[src/rtl/controller_router_if.sv]
// Config/step handshake bundle for controller_router.
// master drives requests, slave (the router) answers.
interface controller_router_if #(
    parameter int SEL_W = 2
) ();
    logic             cfg_valid_in;
    logic             cfg_console_in;
    logic [SEL_W-1:0] cfg_p0_in;
    logic [SEL_W-1:0] cfg_p1_in;
    logic             step_in;
    logic             cfg_ready_out;
    logic             cfg_err_out;

    modport master (
        output cfg_valid_in,
        output cfg_console_in,
        output cfg_p0_in,
        output cfg_p1_in,
        output step_in,
        input  cfg_ready_out,
        input  cfg_err_out
    );

    modport slave (
        input  cfg_valid_in,
        input  cfg_console_in,
        input  cfg_p0_in,
        input  cfg_p1_in,
        input  step_in,
        output cfg_ready_out,
        output cfg_err_out
    );
endinterface

[src/rtl/controller_router.sv]
// Registered router from N_SRC active-low controllers to NES/SNES ports.
// Every mapping change (or reset) blanks all ports to released for a while.
module controller_router #(
    parameter int BTN_W        = 12,
    parameter int N_SRC        = 3,
    parameter int BLANK_CYCLES = 16,
    parameter int SEL_W        = (N_SRC > 1) ? $clog2(N_SRC) : 1
) (
    input  logic                   clk_in,
    input  logic                   reset_in,
    input  logic [N_SRC*BTN_W-1:0] src_in,
    controller_router_if.slave     cfg_if,
    output logic                   cur_console_out,
    output logic [SEL_W-1:0]       cur_p0_out,
    output logic [SEL_W-1:0]       cur_p1_out,
    output logic [BTN_W-1:0]       NES0,
    output logic [BTN_W-1:0]       NES1,
    output logic [BTN_W-1:0]       SNES0,
    output logic [BTN_W-1:0]       SNES1
);

    localparam int CNT_W = $clog2(BLANK_CYCLES + 1);
    // Two spare bits so p+2 and N_SRC compare without wrapping.
    localparam int IDX_W = SEL_W + 2;
    localparam logic [BTN_W-1:0] OFF = '1;
    localparam logic [CNT_W-1:0] CNT_LOAD = CNT_W'(BLANK_CYCLES);
    localparam logic [IDX_W-1:0] N_IDX = IDX_W'(N_SRC);

    typedef enum logic {
        ST_BLANK,
        ST_ACTIVE
    } state_t;

    state_t           r_state;
    state_t           w_state_nxt;
    logic [CNT_W-1:0] r_cnt;
    logic [CNT_W-1:0] w_cnt_nxt;
    logic             r_console;
    logic             w_console_nxt;
    logic [SEL_W-1:0] r_p0;
    logic [SEL_W-1:0] w_p0_nxt;
    logic [SEL_W-1:0] r_p1;
    logic [SEL_W-1:0] w_p1_nxt;
    logic             r_err;
    logic             w_err_nxt;

    logic [BTN_W-1:0] r_nes0;
    logic [BTN_W-1:0] r_nes1;
    logic [BTN_W-1:0] r_snes0;
    logic [BTN_W-1:0] r_snes1;
    logic [BTN_W-1:0] w_nes0_nxt;
    logic [BTN_W-1:0] w_nes1_nxt;
    logic [BTN_W-1:0] w_snes0_nxt;
    logic [BTN_W-1:0] w_snes1_nxt;

    logic [IDX_W-1:0] w_req_p0;
    logic [IDX_W-1:0] w_req_p1;
    logic             w_legal;
    logic             w_same;

    logic             w_s_console;
    logic [IDX_W-1:0] w_s_p0;
    logic [IDX_W-1:0] w_s_p1;

    logic [BTN_W-1:0] w_sel0;
    logic [BTN_W-1:0] w_sel1;
    logic             w_live;

    // Explicit source lookup; unreachable indices yield OFF.
    function automatic logic [BTN_W-1:0] f_pick(
        input logic [N_SRC*BTN_W-1:0] src,
        input logic [SEL_W-1:0]       idx
    );
        logic [BTN_W-1:0] res;
        res = OFF;
        for (int k = 0; k < N_SRC; k++) begin
            if (IDX_W'(idx) == IDX_W'(k)) begin
                res = src[k*BTN_W +: BTN_W];
            end
        end
        return res;
    endfunction

    // Legality and sameness of the requested config.
    always_comb begin
        w_req_p0 = IDX_W'(cfg_if.cfg_p0_in);
        w_req_p1 = IDX_W'(cfg_if.cfg_p1_in);
        w_legal  = (w_req_p0 < N_IDX) &&
                   (w_req_p1 < N_IDX) &&
                   (w_req_p0 != w_req_p1);
        w_same   = (cfg_if.cfg_console_in == r_console) &&
                   (cfg_if.cfg_p0_in == r_p0) &&
                   (cfg_if.cfg_p1_in == r_p1);
    end

    // Next mapping in (console, p0, p1) order, skipping p0 == p1.
    always_comb begin
        w_s_console = r_console;
        w_s_p0      = IDX_W'(r_p0);
        w_s_p1      = IDX_W'(r_p1) + IDX_W'(1);
        if (w_s_p1 == w_s_p0) begin
            w_s_p1 = w_s_p1 + IDX_W'(1);
        end
        if (w_s_p1 >= N_IDX) begin
            w_s_p0 = w_s_p0 + IDX_W'(1);
            w_s_p1 = '0;
            if (w_s_p0 >= N_IDX) begin
                w_s_p0      = '0;
                w_s_p1      = IDX_W'(1);
                w_s_console = ~r_console;
            end
        end
    end

    // FSM next state, config commit and error pulse.
    always_comb begin
        w_state_nxt   = r_state;
        w_cnt_nxt     = r_cnt;
        w_console_nxt = r_console;
        w_p0_nxt      = r_p0;
        w_p1_nxt      = r_p1;
        w_err_nxt     = 1'b0;
        unique case (r_state)
            ST_BLANK: begin
                if (r_cnt <= CNT_W'(1)) begin
                    w_cnt_nxt   = '0;
                    w_state_nxt = ST_ACTIVE;
                end else begin
                    w_cnt_nxt = r_cnt - CNT_W'(1);
                end
            end
            ST_ACTIVE: begin
                if (cfg_if.cfg_valid_in) begin
                    if (!w_legal) begin
                        w_err_nxt = 1'b1;
                    end else if (!w_same) begin
                        w_console_nxt = cfg_if.cfg_console_in;
                        w_p0_nxt      = cfg_if.cfg_p0_in;
                        w_p1_nxt      = cfg_if.cfg_p1_in;
                        w_state_nxt   = ST_BLANK;
                        w_cnt_nxt     = CNT_LOAD;
                    end
                end else if (cfg_if.step_in) begin
                    w_console_nxt = w_s_console;
                    w_p0_nxt      = SEL_W'(w_s_p0);
                    w_p1_nxt      = SEL_W'(w_s_p1);
                    w_state_nxt   = ST_BLANK;
                    w_cnt_nxt     = CNT_LOAD;
                end
            end
            default: begin
                w_state_nxt = ST_BLANK;
                w_cnt_nxt   = CNT_LOAD;
            end
        endcase
    end

    // Port words: live only when the next state is ACTIVE.
    always_comb begin
        w_live      = (w_state_nxt == ST_ACTIVE);
        w_sel0      = f_pick(src_in, r_p0);
        w_sel1      = f_pick(src_in, r_p1);
        w_nes0_nxt  = OFF;
        w_nes1_nxt  = OFF;
        w_snes0_nxt = OFF;
        w_snes1_nxt = OFF;
        if (w_live && !r_console) begin
            w_nes0_nxt = w_sel0;
            w_nes1_nxt = w_sel1;
        end
        if (w_live && r_console) begin
            w_snes0_nxt = w_sel0;
            w_snes1_nxt = w_sel1;
        end
    end

    // State, config and port registers with synchronous reset.
    always_ff @(posedge clk_in) begin
        if (!reset_in) begin
            r_state   <= ST_BLANK;
            r_cnt     <= CNT_LOAD;
            r_console <= 1'b0;
            r_p0      <= '0;
            r_p1      <= SEL_W'(1);
            r_err     <= 1'b0;
            r_nes0    <= OFF;
            r_nes1    <= OFF;
            r_snes0   <= OFF;
            r_snes1   <= OFF;
        end else begin
            r_state   <= w_state_nxt;
            r_cnt     <= w_cnt_nxt;
            r_console <= w_console_nxt;
            r_p0      <= w_p0_nxt;
            r_p1      <= w_p1_nxt;
            r_err     <= w_err_nxt;
            r_nes0    <= w_nes0_nxt;
            r_nes1    <= w_nes1_nxt;
            r_snes0   <= w_snes0_nxt;
            r_snes1   <= w_snes1_nxt;
        end
    end

    assign cfg_if.cfg_ready_out = (r_state == ST_ACTIVE);
    assign cfg_if.cfg_err_out   = r_err;
    assign cur_console_out      = r_console;
    assign cur_p0_out           = r_p0;
    assign cur_p1_out           = r_p1;
    assign NES0                 = r_nes0;
    assign NES1                 = r_nes1;
    assign SNES0                = r_snes0;
    assign SNES1                = r_snes1;

endmodule

[src/flat_wrapper.sv]
// flat-port wrapper written by rule: the top's interface ports become plain ports
module controller_router_flat 
#(
    parameter int BTN_W        = 12,
    parameter int N_SRC        = 3,
    parameter int BLANK_CYCLES = 16,
    parameter int SEL_W        = (N_SRC > 1) ? $clog2(N_SRC) : 1
)
  (clk_in, reset_in, src_in, cur_console_out, cur_p0_out, cur_p1_out, NES0, NES1, SNES0, SNES1, cfg_if_cfg_valid_in, cfg_if_cfg_console_in, cfg_if_cfg_p0_in, cfg_if_cfg_p1_in, cfg_if_step_in, cfg_if_cfg_ready_out, cfg_if_cfg_err_out);
  controller_router_if #(.SEL_W(SEL_W)) cfg_if_i ();
  input  logic clk_in;
  input  logic reset_in;
  input  logic [N_SRC*BTN_W-1:0] src_in;
  output logic cur_console_out;
  output logic [SEL_W-1:0] cur_p0_out;
  output logic [SEL_W-1:0] cur_p1_out;
  output logic [BTN_W-1:0] NES0;
  output logic [BTN_W-1:0] NES1;
  output logic [BTN_W-1:0] SNES0;
  output logic [BTN_W-1:0] SNES1;
  input wire logic [$bits(cfg_if_i.cfg_valid_in)-1:0] cfg_if_cfg_valid_in;
  input wire logic [$bits(cfg_if_i.cfg_console_in)-1:0] cfg_if_cfg_console_in;
  input wire logic [$bits(cfg_if_i.cfg_p0_in)-1:0] cfg_if_cfg_p0_in;
  input wire logic [$bits(cfg_if_i.cfg_p1_in)-1:0] cfg_if_cfg_p1_in;
  input wire logic [$bits(cfg_if_i.step_in)-1:0] cfg_if_step_in;
  output wire logic [$bits(cfg_if_i.cfg_ready_out)-1:0] cfg_if_cfg_ready_out;
  output wire logic [$bits(cfg_if_i.cfg_err_out)-1:0] cfg_if_cfg_err_out;
  assign cfg_if_i.cfg_valid_in = cfg_if_cfg_valid_in;
  assign cfg_if_i.cfg_console_in = cfg_if_cfg_console_in;
  assign cfg_if_i.cfg_p0_in = cfg_if_cfg_p0_in;
  assign cfg_if_i.cfg_p1_in = cfg_if_cfg_p1_in;
  assign cfg_if_i.step_in = cfg_if_step_in;
  assign cfg_if_cfg_ready_out = cfg_if_i.cfg_ready_out;
  assign cfg_if_cfg_err_out = cfg_if_i.cfg_err_out;
  controller_router #(.BTN_W(BTN_W), .N_SRC(N_SRC), .BLANK_CYCLES(BLANK_CYCLES), .SEL_W(SEL_W)) u_core (.clk_in(clk_in), .reset_in(reset_in), .src_in(src_in), .cfg_if(cfg_if_i), .cur_console_out(cur_console_out), .cur_p0_out(cur_p0_out), .cur_p1_out(cur_p1_out), .NES0(NES0), .NES1(NES1), .SNES0(SNES0), .SNES1(SNES1));
endmodule
[config.mk]
export PLATFORM = sky130hd
export DESIGN_NAME = controller_router_flat
export DESIGN_NICKNAME = d
export VERILOG_FILES = /design/src/rtl/controller_router_if.sv /design/src/rtl/controller_router.sv /design/src/flat_wrapper.sv
export SDC_FILE = /design/constraint.sdc
export NUM_CORES = 1
export LEC_CHECK = 0
export BUFFER_PORTS_ARGS = -buffer_cell sky130_fd_sc_hd__buf_2
export CELL_PAD_IN_SITES_DETAIL_PLACEMENT = 1
export CELL_PAD_IN_SITES_GLOBAL_PLACEMENT = 1
export CORE_MARGIN = 1.5
export CORE_UTILIZATION = 36
export DETAILED_ROUTE_END_ITERATION = 8
export GPL_TIMING_DRIVEN = 0
export PLACE_DENSITY_LB_ADDON = 0.1
export SLEW_MARGIN = 10
export SYNTH_ARGS = -nofsm -noshare
export SYNTH_HDL_FRONTEND = slang
export SYNTH_SLANG_ARGS = --single-unit
export TNS_END_PERCENT = 100
[constraint.sdc]
create_clock -name clk_in -period 2.3 [get_ports clk_in]
set_clock_uncertainty 0.1 [all_clocks]
set_input_delay 0.46 -clock clk_in [delete_from_list [all_inputs] [get_ports clk_in]]
set_output_delay 0.46 -clock clk_in [all_outputs]
set_load 0.03 [all_outputs]
==> flow_summary.json <==
{
  "hold_viol": 0,
  "path_clk_slew_ns": 0.08,
  "dp_slack_ns": -0.280,
  "critPathCapture": "u_core.SNES0[9]$_SDFF_PN1_",
  "worstPathMaxFanout": 10,
  "maxClockFrequency_mhz": 460,
  "drt_first_iter_violations": 99,
  "worstMarginPinSlew_ns": 0.570,
  "startpoint": "u_core.cur_p0_out[1]$_SDFFE_PN0P_",
  "fp.dieH_um": 88.9,
  "port_buffers": 99,
  "dp_hpwl_mm": 5.87,
  "wl_mm": 8.16,
  "cp_data_required_time_ns": 2.44,
  "synth_edf_count": 0,
  "nNetsFinal": 454,
  "clock_sinks": 60,
  "die_area_um2": 7900,
  "grt_pass1_vias": 2466,
  "synth_top_cell_by_area": "dfxtp_1",
  "antenna_cells": 0,
  "timing.rr.start": "u_core.cur_p0_out[1]$_SDFFE_PN0P_",
  "regToRegSetupSlack_ns": 0.12,
  "syn_inst": 284,
  "via_per_inst": 5.04,
  "power.density_nw_per_um2": 924,
  "ir_drop_v": 0.000545,
  "status": "finished clean",
  "dp.cells": 482,
  "ys_top_cells_by_area": "dfxtp_1, nand2_1, nand2b_1",
  "yosys.area.top_type_share_pct": 45.3,
  "power_mw": 3.30,
  "drive_gt1_share_pct": 37.8,
  "clockRootBuffer": "clkbuf_8",
  "worstPathArrival_ns": 2.31,
  "cts-buffers-inserted": 9,
  "vias": 2552,
  "antenna_found_initial": 0,
  "rows": 31,
  "ios": 100,
  "drv_slew": 0,
  "final_common_cell": "buf_2",
  "clk-insertion-delay-late_ns": 0.35,
  "final_core_util_pct": 49.7,
  "synth_warnings": 0,
  "synth.avg_cell_area_um2": 9.34,
  "drc_errors": 0,
  "async_reset_ff_share_pct": 0,
  "synth_cell_types": 45,
  "fin_ws_ns": 0.125,
  "wl_per_cell_um": 16.1,
  "post-route-period-util_pct": 94.6,
  "netlist_area_um2": 2650,
  "rr_worst_depth": 8,
  "tritoncts": "done",
  "h-tree-depth": 3,
  "hp-class": "input port to register",
  "synthFlopType": "dfxtp_1",
  "grt-ovfl-total": 0,
  "start_kind": "register",
  "ys_ff_latch": 60,
  "first_pass_iters": 4,
  "grt_pass1_wl_mm": 12.4,
  "fin_crit_ns": 2.18,
  "final_cells": 506,
  "synth_nets": 336,
  "critPathCaptureType": "register",
  "p_leak_nw": 1.40,
  "seq_area_frac_synth_pct": 45.3,
  "start_util_pct": 37.0,
  "die_x_um": 88.9,
  "hold_buffers": 0,
  "drt.antenna.violating_nets": 0,
  "gp_congestion": 0.791,
  "grt_usage_pct": 21.3,
  "final_cell_mix": "buf_2, dfxtp_1, nand2_1, nand2b_1, o22ai_1",
  "coreArea_um2": 7180,
  "r2r_end": "u_core.SNES0[9]$_SDFF_PN1_",
  "syn_to_final_growth_pct": 34.5,
  "slew_headroom_pct": 62.0,
  "grt_max_degree": 12,
  "drv_cap": 0,
  "crit_type": "register to register",
  "setup_viol": 0,
  "cts_buffer_depth": 2
}
-- synthesized netlist by cell type, types with 2 or more instances --
cell type	number
nor2_1	4
nand3_1	4
xnor2_1	3
o22ai_1	23
and3_1	2
a211oi_1	5
dfxtp_1	60
clkbuf_1	10
xor2_1	5
a21oi_1	7
nor3_1	2
nand2_1	49
ha_1	7
o21ai_0	15
a2111oi_4	2
o31ai_1	3
inv_1	11
mux2i_1	2
nand2b_1	27
buf_6	4
and4_1	2
o21a_1	2
a31oi_1	2
mux2_2	12
-- report_power, final --
part	switching [mW]	internal (mW)
Sequential	0.0816	1.16
Clock	0.449	0.561
Combinational	0.636	0.407
-- state kept, by name, summed over array words and instances, names as in the netlist --
name / flops
u_core.NES0: 12
u_core.NES1: 12
u_core.SNES0: 12
u_core.SNES1: 12
u_core.cfg_if.cfg_err_out: 1
u_core.cfg_if.cfg_ready_out: 1
u_core.cur_console_out: 1
u_core.cur_p0_out: 2
u_core.cur_p1_out: 2
u_core.r_cnt: 5
-- stage by stage --
step | cell area (um2) | TNS [ns] | hold WS, ns
CTS | 3520 | 0 | 0.286
finish | 3570 | 0 | 0.286
detailed placement | 3270 | -6.18 | 0.466
global placement | 3270 | -6.57 | 0.453
floorplan | 2650 | 0 | 0.416
global route | 3570 | -0.0248 | 0.306
-- cell families after synthesis --
family,count (synthesis),share of synthesized area (%)
xor+xnor,8,2.64
flops,60,45.3
mux,14,5.85
simple gates,97,19.1
compound gates,71,18.9
buf+inv,27,5.00
fa+ha+maj,7,3.30
-- metal layers --
metal / up-vias / part of all wire (%) / global-route usage (%)
met4: 0 / 1.8 / 10.5
met3: 15 / 6.0 / 3.54
met1: 1207 / 45 / 27.4
met5: - / 0 / 0
li1: 1239 / - / -
met2: 91 / 47 / 34.7
-- critical path: stages (launching register included) --
cell and delay (ns):
dfxtp_1 0.31, buf_2 0.17, xor2_1 0.19, nor4_4 0.26
nand3_4 0.18, a2111oi_4 0.40, buf_6 0.21, buf_6 0.15
nand2_1 0.08
-- how the worst min path moves through the flow --
stage                                   endpoint  depth (start not counted)                         start
finish                u_core.NES0[10]$_SDFF_PN1_                          3                    src_in[34]
global route          u_core.SNES0[5]$_SDFF_PN1_                          3                    src_in[29]
CTS                    u_core.NES0[8]$_SDFF_PN1_                          3                    src_in[32]
detailed placement  u_core.r_cnt[2]$_SDFFE_PN0P_                          2  u_core.r_cnt[2]$_SDFFE_PN0P_
global placement    u_core.r_cnt[1]$_SDFFE_PN0P_                          2  u_core.r_cnt[1]$_SDFFE_PN0P_
floorplan           u_core.r_cnt[1]$_SDFFE_PN0P_                          2  u_core.r_cnt[1]$_SDFFE_PN0P_
-- timing repair --
item                                   CTS  global route
resized for setup                        3             9
gates cloned                             0             0
pin swaps                                2             3
endpoints found under the hold margin    0             0
setup buffers                            4             4
setup endpoints to repair               40            36
-- area by class of cell --
cell class,instances,area [um2]
clock inverters,5,58.8
multi-input cells,197,1340
well taps,99,124
flip-flops and latches,60,1210
clock buffers,11,151
repair buffers,107,556
plain buffers,16,95.1
inverters,11,41.3
fillers,887,3610
(Power assumes the default switching activity.)
